--- src/rtl/key_pkg.sv ---
// Shared key-event definitions: key indices, scan-code map and encoder FSM states.
package key_pkg;

  localparam int KEY_N = 14;

  localparam int K_W     = 13;
  localparam int K_A     = 12;
  localparam int K_S     = 11;
  localparam int K_D     = 10;
  localparam int K_T     = 9;
  localparam int K_Y     = 8;
  localparam int K_U     = 7;
  localparam int K_UP    = 6;
  localparam int K_DOWN  = 5;
  localparam int K_LEFT  = 4;
  localparam int K_RIGHT = 3;
  localparam int K_COMMA = 2;
  localparam int K_DOT   = 1;
  localparam int K_SLASH = 0;

  typedef enum logic [1:0] {IDLE, PRESENT, GAP} key_state_t;

  typedef struct packed {
    logic [7:0] code;
    logic       press;
    logic [3:0] idx;
  } key_event_t;

  function automatic logic [7:0] key_code(input logic [3:0] idx);
    case (idx)
      4'd13:   return 8'h1D;
      4'd12:   return 8'h1C;
      4'd11:   return 8'h1B;
      4'd10:   return 8'h23;
      4'd9:    return 8'h2C;
      4'd8:    return 8'h35;
      4'd7:    return 8'h3C;
      4'd6:    return 8'h75;
      4'd5:    return 8'h72;
      4'd4:    return 8'h6B;
      4'd3:    return 8'h74;
      4'd2:    return 8'h41;
      4'd1:    return 8'h49;
      4'd0:    return 8'h4A;
      default: return 8'h00;
    endcase
  endfunction

endpackage

--- src/rtl/key_arbiter.sv ---
// Find-first over the changed-key vector, searching upward from ptr and wrapping.
module key_arbiter
  import key_pkg::*;
(
  input  logic [KEY_N-1:0] diff,
  input  logic [3:0]       ptr,
  output logic [3:0]       idx,
  output logic             found
);

  // With ptr tied to 0 this collapses to plain lowest-index priority.
  always_comb begin
    int j;
    idx   = '0;
    found = 1'b0;
    for (int k = 0; k < KEY_N; k++) begin
      j = (int'(ptr) + k) % KEY_N;
      if (!found && diff[j]) begin
        idx   = j[3:0];
        found = 1'b1;
      end
    end
  end

endmodule

--- src/rtl/key_event_encoder.sv ---
// Serialises key-state changes into (keyCode, press) events over valid/ready.
// Define KEY_EVENT_RR_EN for round-robin arbitration instead of fixed priority.
module key_event_encoder
  import key_pkg::*;
#(
  parameter int GAP_CYCLES = 2,
  parameter int GAP_W      = 8
) (
  input  logic             Clk,
  input  logic             Reset_n,
  input  logic [KEY_N-1:0] keys,
  output logic [7:0]       keyCode,
  output logic             press,
  output logic             ev_valid,
  input  logic             ev_ready,
  output logic             busy
);

  localparam logic [GAP_W-1:0] GAP_LOAD = (GAP_CYCLES > 0) ? GAP_W'(GAP_CYCLES - 1) : '0;

  key_state_t       state, next;
  key_event_t       ev;
  logic [KEY_N-1:0] sent, diff;
  logic [GAP_W-1:0] gap_cnt;
  logic [3:0]       ptr, idx;
  logic             found, accept;

  assign diff   = keys ^ sent;
  assign accept = (state == PRESENT) && ev_ready;

  key_arbiter u_arb (
    .diff  (diff),
    .ptr   (ptr),
    .idx   (idx),
    .found (found)
  );

`ifdef KEY_EVENT_RR_EN
  always_ff @(posedge Clk or negedge Reset_n) begin
    if (!Reset_n)    ptr <= '0;
    else if (accept) ptr <= (ev.idx == 4'(KEY_N - 1)) ? 4'd0 : ev.idx + 4'd1;
  end
`else
  assign ptr = '0;
`endif

  always_ff @(posedge Clk or negedge Reset_n) begin
    if (!Reset_n) state <= IDLE;
    else          state <= next;
  end

  always_comb begin
    next = state;
    case (state)
      IDLE:    if (found) next = PRESENT;
      PRESENT: if (ev_ready) next = (GAP_CYCLES == 0) ? IDLE : GAP;
      GAP:     if (gap_cnt == '0) next = IDLE;
      default: next = IDLE;
    endcase
  end

  always_comb begin
    ev_valid = (state == PRESENT);
    busy     = (state != IDLE) || (|diff);
  end

  // Event fields are captured once in IDLE and frozen until the handshake completes.
  always_ff @(posedge Clk or negedge Reset_n) begin
    if (!Reset_n) begin
      ev      <= '0;
      sent    <= '0;
      gap_cnt <= '0;
    end else begin
      if (state == IDLE && found) begin
        ev.code  <= key_code(idx);
        ev.press <= keys[idx];
        ev.idx   <= idx;
      end
      if (accept) begin
        sent[ev.idx] <= ev.press;
        gap_cnt      <= GAP_LOAD;
      end else if (state == GAP && gap_cnt != '0) begin
        gap_cnt <= gap_cnt - 1'b1;
      end
    end
  end

  assign keyCode = ev.code;
  assign press   = ev.press;

endmodule
--- config.mk ---
export PLATFORM = sky130hd
export DESIGN_NAME = key_event_encoder
export DESIGN_NICKNAME = d
export VERILOG_FILES = /design/src/rtl/key_pkg.sv /design/src/rtl/key_arbiter.sv /design/src/rtl/key_event_encoder.sv
export SDC_FILE = /design/constraint.sdc
export NUM_CORES = 1
export LEC_CHECK = 0
export ABC_AREA = 1
export ABC_CLOCK_PERIOD_IN_PS = 2200
export BUFFER_PORTS_ARGS = -buffer_cell sky130_fd_sc_hd__buf_2
export CAP_MARGIN = 20
export CORE_ASPECT_RATIO = 1.4
export CORE_UTILIZATION = 40
export CTS_BUF_LIST = sky130_fd_sc_hd__clkbuf_4 sky130_fd_sc_hd__clkbuf_8
export DETAILED_ROUTE_END_ITERATION = 10
export SLEW_MARGIN = 20
export SYNTH_ARGS = -nofsm -noshare
export SYNTH_HDL_FRONTEND = slang
export SYNTH_SLANG_ARGS = --single-unit
--- constraint.sdc ---
create_clock -name Clk -period 2.2 [get_ports Clk]
set_input_delay 0 -clock Clk [delete_from_list [all_inputs] [get_ports Clk]]
set_output_delay 0 -clock Clk [all_outputs]
set_load 0.005 [all_outputs]
-- Word level (Yosys, flattened, before mapping)
Memories as Yosys holds them, arrays and structs flattened. A register that Yosys moved wholly into a read port is not among the register bits.
Cells that the tools add are included.
- eq/ne operators: 5
- muxes and demuxes: 38
- $lt $le $gt $ge: 3
- add/subtract/negate cells: 1
- bitwise gates (word level): 1
- reductions and logical operators: 39
- operator list (operator ; count):
    2-to-1 mux 4 bit ; 6
    logical AND 1 bit ; 17
    2-to-1 mux 1 bit ; 17
    2-to-1 mux 8 bit ; 2
    bitwise mux 14 bit ; 1
    logical NOT 1 bit ; 14
    OR reduction 14 bit ; 1
    bitwise XOR 14 bit ; 1
    2-to-1 mux 3 bit ; 4
    < comparator 4 x 5 -> 1 bit (second input constant) ; 2
    2-to-1 mux 2 bit ; 5
    logical NOT 8 bit ; 1
    nonzero test 8 bit ; 1
    subtractor 8 x 1 -> 8 bit (second input constant) ; 1
    case mux 2 bit (3 select lines) ; 1
    binary-select mux 1 bit (select 4 bit) ; 1
    demux 1 bit (select 4 bit) ; 1
    greater-or-equal comparator 4 x 1 -> 1 bit (second input constant) ; 1
    != test 2 bit (second input constant) ; 2
    nonzero test 2 bit ; 2
    AND reduction 3 bit ; 1
    == test 2 x 1 -> 1 bit (second input constant) ; 1
    == test 2 bit (second input constant) ; 1
    logical NOT 2 bit ; 1
    other kinds (2) ; 2
- memories: 1
- word-level logic and storage cells: 94
- register bits after elaboration: 37
- ROM bits: 112
- input bits: 17
- memories (name ; depth ; width ; read ports ; clocked after memory_dff ; wr ports ; RTL line ; source):
    (name not given) ; 16 ; 7 ; 1 ; 1 ; 0 ; key_pkg.sv:30 ; case (idx)

-- Logic depth before layout (Yosys ltp)
- depth after elaboration: 43
- gate-level depth with buffers: 17

-- Modules after synthesis
Synthesis repeated with hierarchy kept, for this count alone.
- cells, all modules: 1034
- area, all modules: 6328.6 µm²
- modules (own cells, without submodules) (module ; times used ; cells an instance ; area each (µm²) ; seq. area each (µm²)):
    key_arbiter ; 1 ; 724 ; 4007.6 ; 0.0
    key_event_encoder ; 1 ; 310 ; 2321.0 ; 900.9

-- Worst setup path before layout
OpenSTA, ideal clock, no wires.
- kind: reg-to-reg
- start: register sent[0]
- end: register keyCode[4] (netlist name)
- buffers on the path: 1
- path slack: 0.103 ns
- arrival: 2.032 ns
- stages on the path, launching flop included: 16
- required time: 2.135 ns
- period minus slack after synthesis: 2.097 ns
- cell sequence: dfrtp_1 > inv_1 > nand2_1 > nand2_1 > nand2_1 > nor2_4 > nand3_1 > nor2_1 > nor2_4 > nand3_2 > buf_6 > ha_1 > or2_1 > a21oi_1 > o21ai_1 > nand2_1
- elaborated cells between the ends (all ways): 55
- RTL lines (what ; RTL line ; source):
    start, declared ; key_event_encoder.sv:23 ; logic [KEY_N-1:0] sent, diff;
    start signal, assigned by index ; key_event_encoder.sv:80 ; sent[ev.idx] <= ev.press;
    bitwise XOR 14 bit (*) ; key_event_encoder.sv:28 ; assign diff = keys ^ sent;
    2-to-1 mux 1 bit (*) ; key_arbiter.sv:18 ; if (!found && diff[j]) begin
    logical NOT 1 bit ; key_arbiter.sv:18 ;
    logical AND 1 bit ; key_arbiter.sv:18 ;
    2-to-1 mux 1 bit ; key_arbiter.sv:18 ;
    logical NOT 1 bit ; key_arbiter.sv:18 ;
    logical AND 1 bit ; key_arbiter.sv:18 ;
    2-to-1 mux 1 bit ; key_arbiter.sv:18 ;
    (+26 left out) ; - ;
    2-to-1 mux 1 bit ; key_arbiter.sv:18 ;
    logical NOT 1 bit ; key_arbiter.sv:18 ;
    logical AND 1 bit ; key_arbiter.sv:18 ;
    2-to-1 mux 1 bit ; key_arbiter.sv:18 ;
    logical NOT 1 bit ; key_arbiter.sv:18 ;
    logical AND 1 bit ; key_arbiter.sv:18 ;
    2-to-1 mux 4 bit (*) ; key_arbiter.sv:18 ;
    net idx[0] ; key_event_encoder.sv:25 ; logic [3:0] ptr, idx;
Mark *: on every way through the listed nets, which the timed path passes. The rest lies on a longest branch.
A chain may end at the register's enable or synchronous reset.

-- Final worst setup path
- start: register sent[5]
- end: register keyCode[4] (netlist name)
- longest elaborated chain between the ends: 28
- elaborated cells between the ends (all ways): 37
- ends and longest elaborated chain (what ; RTL line ; source):
    bitwise XOR 14 bit (*) ; key_event_encoder.sv:28 ;
    logical AND 1 bit (*) ; key_arbiter.sv:18 ;
    2-to-1 mux 1 bit ; key_arbiter.sv:18 ;
    logical NOT 1 bit ; key_arbiter.sv:18 ;
    logical AND 1 bit ; key_arbiter.sv:18 ;
    2-to-1 mux 1 bit ; key_arbiter.sv:18 ;
    logical NOT 1 bit ; key_arbiter.sv:18 ;
    logical AND 1 bit ; key_arbiter.sv:18 ;
    (+12 left out) ; - ;
    2-to-1 mux 1 bit ; key_arbiter.sv:18 ;
    logical NOT 1 bit ; key_arbiter.sv:18 ;
    logical AND 1 bit ; key_arbiter.sv:18 ;
    2-to-1 mux 1 bit ; key_arbiter.sv:18 ;
    logical NOT 1 bit ; key_arbiter.sv:18 ;
    logical AND 1 bit ; key_arbiter.sv:18 ;
    2-to-1 mux 1 bit ; key_arbiter.sv:18 ;
    logical AND 1 bit ; key_event_encoder.sv:74 ; if (state == IDLE && found) begin
Every way passes the cells marked *; elsewhere a longest branch is shown, timed or not.

==> metrics.cfg <==
[cts]
cts_buffers = 5
clkSinkCount = 36
clk_pin_slew_worst_paths_ps = 70
cts_buffer_depth = 2
cts-root-buf = clkbuf_8
htree_levels = 2
cts_tree = yes
insertion_delay_ps = 290

[floorplanning]
io_pins = 28
die_x_um = 69.9
row_count = 34
start_util_pct = 41.6
core_area_mm2 = 0.00621
die_area_mm2 = 0.00679
die_h_um = 97.1

[setup_path]
reg2reg_from = sent[5]
cpMostUsedCell = nand2_1
critical_path.max_stage_delay_ps = 420
startpoint_type = flip-flop
crit_arrival_ps = 2320
critPathKind = flip-flop to flip-flop
crit_chain = inv_2 -> nand2_1 -> nand2_2 -> nand2_1 -> nor2_2 -> nand3_2 -> nor2_4 -> nor2_4 -> nand3_4 -> ha_4 -> or2_4 -> a21oi_2 -> o21ai_1 -> nand2_1
crit_required_ps = 2430
cp_max_fo = 6
regToRegSetupSlack_ps = 120
ff2ff_path_depth = 14
reg2reg_to = keyCode[4]
cp_slowest_cell = dfrtp_1
end_kind = flip-flop

[timing]
drv_slew = 0
fin_tns_setup_ps = 0
finalSetupViolCount = 0
period_share_pct = 94.8
slew_headroom_pct = 47.3
fmax_ghz = 0.480
rsz0062_at_grt = true
skew_ps = 9.27
fin_crit_ps = 2090
worst_pin_slew_ps = 791
setup_slack_ps = 115
hold_viol = 0

[layout]
num-fill-cells = 621
final_core_util_pct = 50.2
antenna_cells = 0
area_delta_synth_final_pct = 20.7
multi_input_area_mm2 = 0.00151
register_area_um2 = 901
finalNonFillerCells = 463
layout-drive-gt1-share_pct = 30.4
layout.nets = 416

[power]
internal_power_mw = 1.97
peakVddDrop_uv = 581
p_sw_share_pct = 44.5
p_sw_mw = 1.58
p_leak_nw = 1.63
seqPwrFrac_pct = 30.7
p_per_area_mw_per_mm2 = 1140
p_total_mw = 3.55
combPwrFrac_pct = 55.2
pwr-share-clk_pct = 14.1

[yosys]
avgSynthCellArea_um2 = 7.46
ys_ff_latch = 36
synth_top_area_share_pct = 34.9
synth.area.top_cells = dfrtp_1 35%, nand2_1 13%, inv_1 6.4%
synthMuxAreaShare_pct = 0
syn-num-nets = 371
synth_xor_area_share_pct = 2.76
synth_compound_area_share_pct = 15.4
synth_top_cell_by_area = dfrtp_1
synthAdderAreaFrac_pct = 3.88
yosys.area_share.simple_pct = 31.8
synth_cells = 346
ys_types = 39
synth_warnings = 0
yosysSeqAreaShare_pct = 34.9
synth_top_family_by_area = simple AND/OR/NAND/NOR gates
synth_area_mm2 = 0.00258

[global_route]
track_usage_pct = 19.8
grt_pass1_vias = 2301
grt_max_degree = 37
grt-ovfl-total = 0
antenna_found_initial = 0
grt_pass1_wl_um = 10600

[place]
port-buffer-count = 26
dp_hpwl_um = 4930
dp_slack_ps = 15.5
dp_cells = 446
place_congestion = 0.824

[detailed_routing]
drtIter0Drc = 128
vias = 2366
drc = 0
wl_um = 6340
drtPass1Iterations = 4
wl_per_cell_um = 13.7
via_per_inst = 5.11
postRouteAntennaNets = 0

[worst_hold_path]
hold_path_end = press
min_path_cells = 5
worstHoldPathType = input port to flip-flop
hold_start = keys[12]

[job]
maxCapViolCount = 0

[run_status]
status = complete, no violations

## cells in the mapped netlist, drive strengths merged
| library cell | n |
|---|---|
| a21oi | 24 |
| nand4 | 12 |
| nand2 | 99 |
| buf | 10 |
| or2 | 2 |
| nor3 | 4 |
| nor3b | 1 |
| conb | 1 |
| o22ai | 1 |
| o211ai | 4 |
| o21a | 2 |
| a22o | 1 |
| clkbuf | 1 |
| nand3b | 1 |
| ha | 8 |
| a21o | 1 |
| o31ai | 1 |
| xnor2 | 6 |
| o21ai | 20 |
| dfrtp | 36 |
| inv | 54 |
| a31oi | 13 |
| nand3 | 16 |
| and2 | 1 |
| nor2 | 27 |
## layer usage
| metal | routed length, um | track usage (%) | part of all wire (%) |
|---|---|---|---|
| met3 | 211 | 2.59 | 3.3 |
| met1 | 2690 | 23.9 | 42 |
| met4 | 182 | 8.46 | 2.9 |
| met2 | 3260 | 34.9 | 51 |
| met5 | 0 | 0 | 0 |
## worst max-delay path by stage
| stage | endpoint | cells after the start | slack [ps] | from |
|---|---|---|---|---|
| after floorplan | keyCode[4] | 15 | 100 | sent[0] |
| after global placement | keyCode[4] | 14 | 70 | sent[6] |
| after detailed placement | keyCode[4] | 15 | 20 | sent[0] |
| after CTS | keyCode[4] | 14 | 5 | sent[0] |
| after global routing | keyCode[4] | 14 | -30 | sent[0] |
| final | keyCode[4] | 14 | 120 | sent[5] |
## cells by family (layout without fill, tap and decap cells)
| logic type | after synthesis | after routing |
|---|---|---|
| buffers and inverters | 65 | 110 |
| and+or+nand+nor | 163 | 163 |
| DFF | 36 | 36 |
| AOI/OAI and AO/OA | 67 | 67 |
| adders and majority gates | 8 | 8 |
| other | 1 | 1 |
| xor gates and xnor gates | 6 | 6 |
## sequential cells by signal, indices dropped and copies added, names as in the netlist
register and count:
ev 4, gap_cnt 8, keyCode 7, press 1
sent 14, state 2
## power groups by stage
stage / sequential [mW] / combinational, mW / clock (mW)
2_1_floorplan: 1.05 / 1.35 / 0
3_3_place_gp: 1.09 / 1.69 / 0
3_5_place_dp: 1.10 / 1.71 / 0
4_1_cts: 1.09 / 1.72 / 0.520
5_1_grt: 1.12 / 2.23 / 0.539
6_report: 1.09 / 1.96 / 0.502
## layout by cell type, fill, tap and decap left out, drive strengths merged, types with 2 or more instances in the layout
cell,n
o21ai,20
nand4,12
buf,47
o21a,2
clkbuf,7
dlygate4sd3,2
a31oi,13
inv,54
xnor2,6
ha,8
nand2,99
or2,2
dfrtp,36
a21oi,24
nor2,27
o211ai,4
nor3,4
nand3,16
## repair_timing
action | 4_1_cts | 5_1_grt
gates resized for setup | 0 | 34
buffers inserted | 0 | 8
hold buffers | 2 | 0
endpoints found under the setup margin | 0 | 8
hold endpoints to repair | 37 | 0
## critical path: cells and delay by family, from the launching register on
family	cells	cell delay (ps)
flops	1	420
simple gates	10	1130
fa+ha+maj	1	220
buf+inv	1	70
compound gates	2	200
## final cells by class
cell class / count / area share (%)
clock buffers: 7 / 3.09
inverters: 54 / 6.66
multi-input cells: 245 / 48.4
flip-flops and latches: 36 / 28.9
well taps: 72 / 2.89
repair buffers: 49 / 10.1
## per-stage QoR
stage | area, um2 | hold WS, ps
2_1_floorplan | 2580 | -296
5_1_grt | 3120 | 160
6_report | 3120 | 112
3_5_place_dp | 2810 | 148
4_1_cts | 2930 | 112
3_3_place_gp | 2810 | 130
No activity file was read; power rests on OpenSTA's default activity.
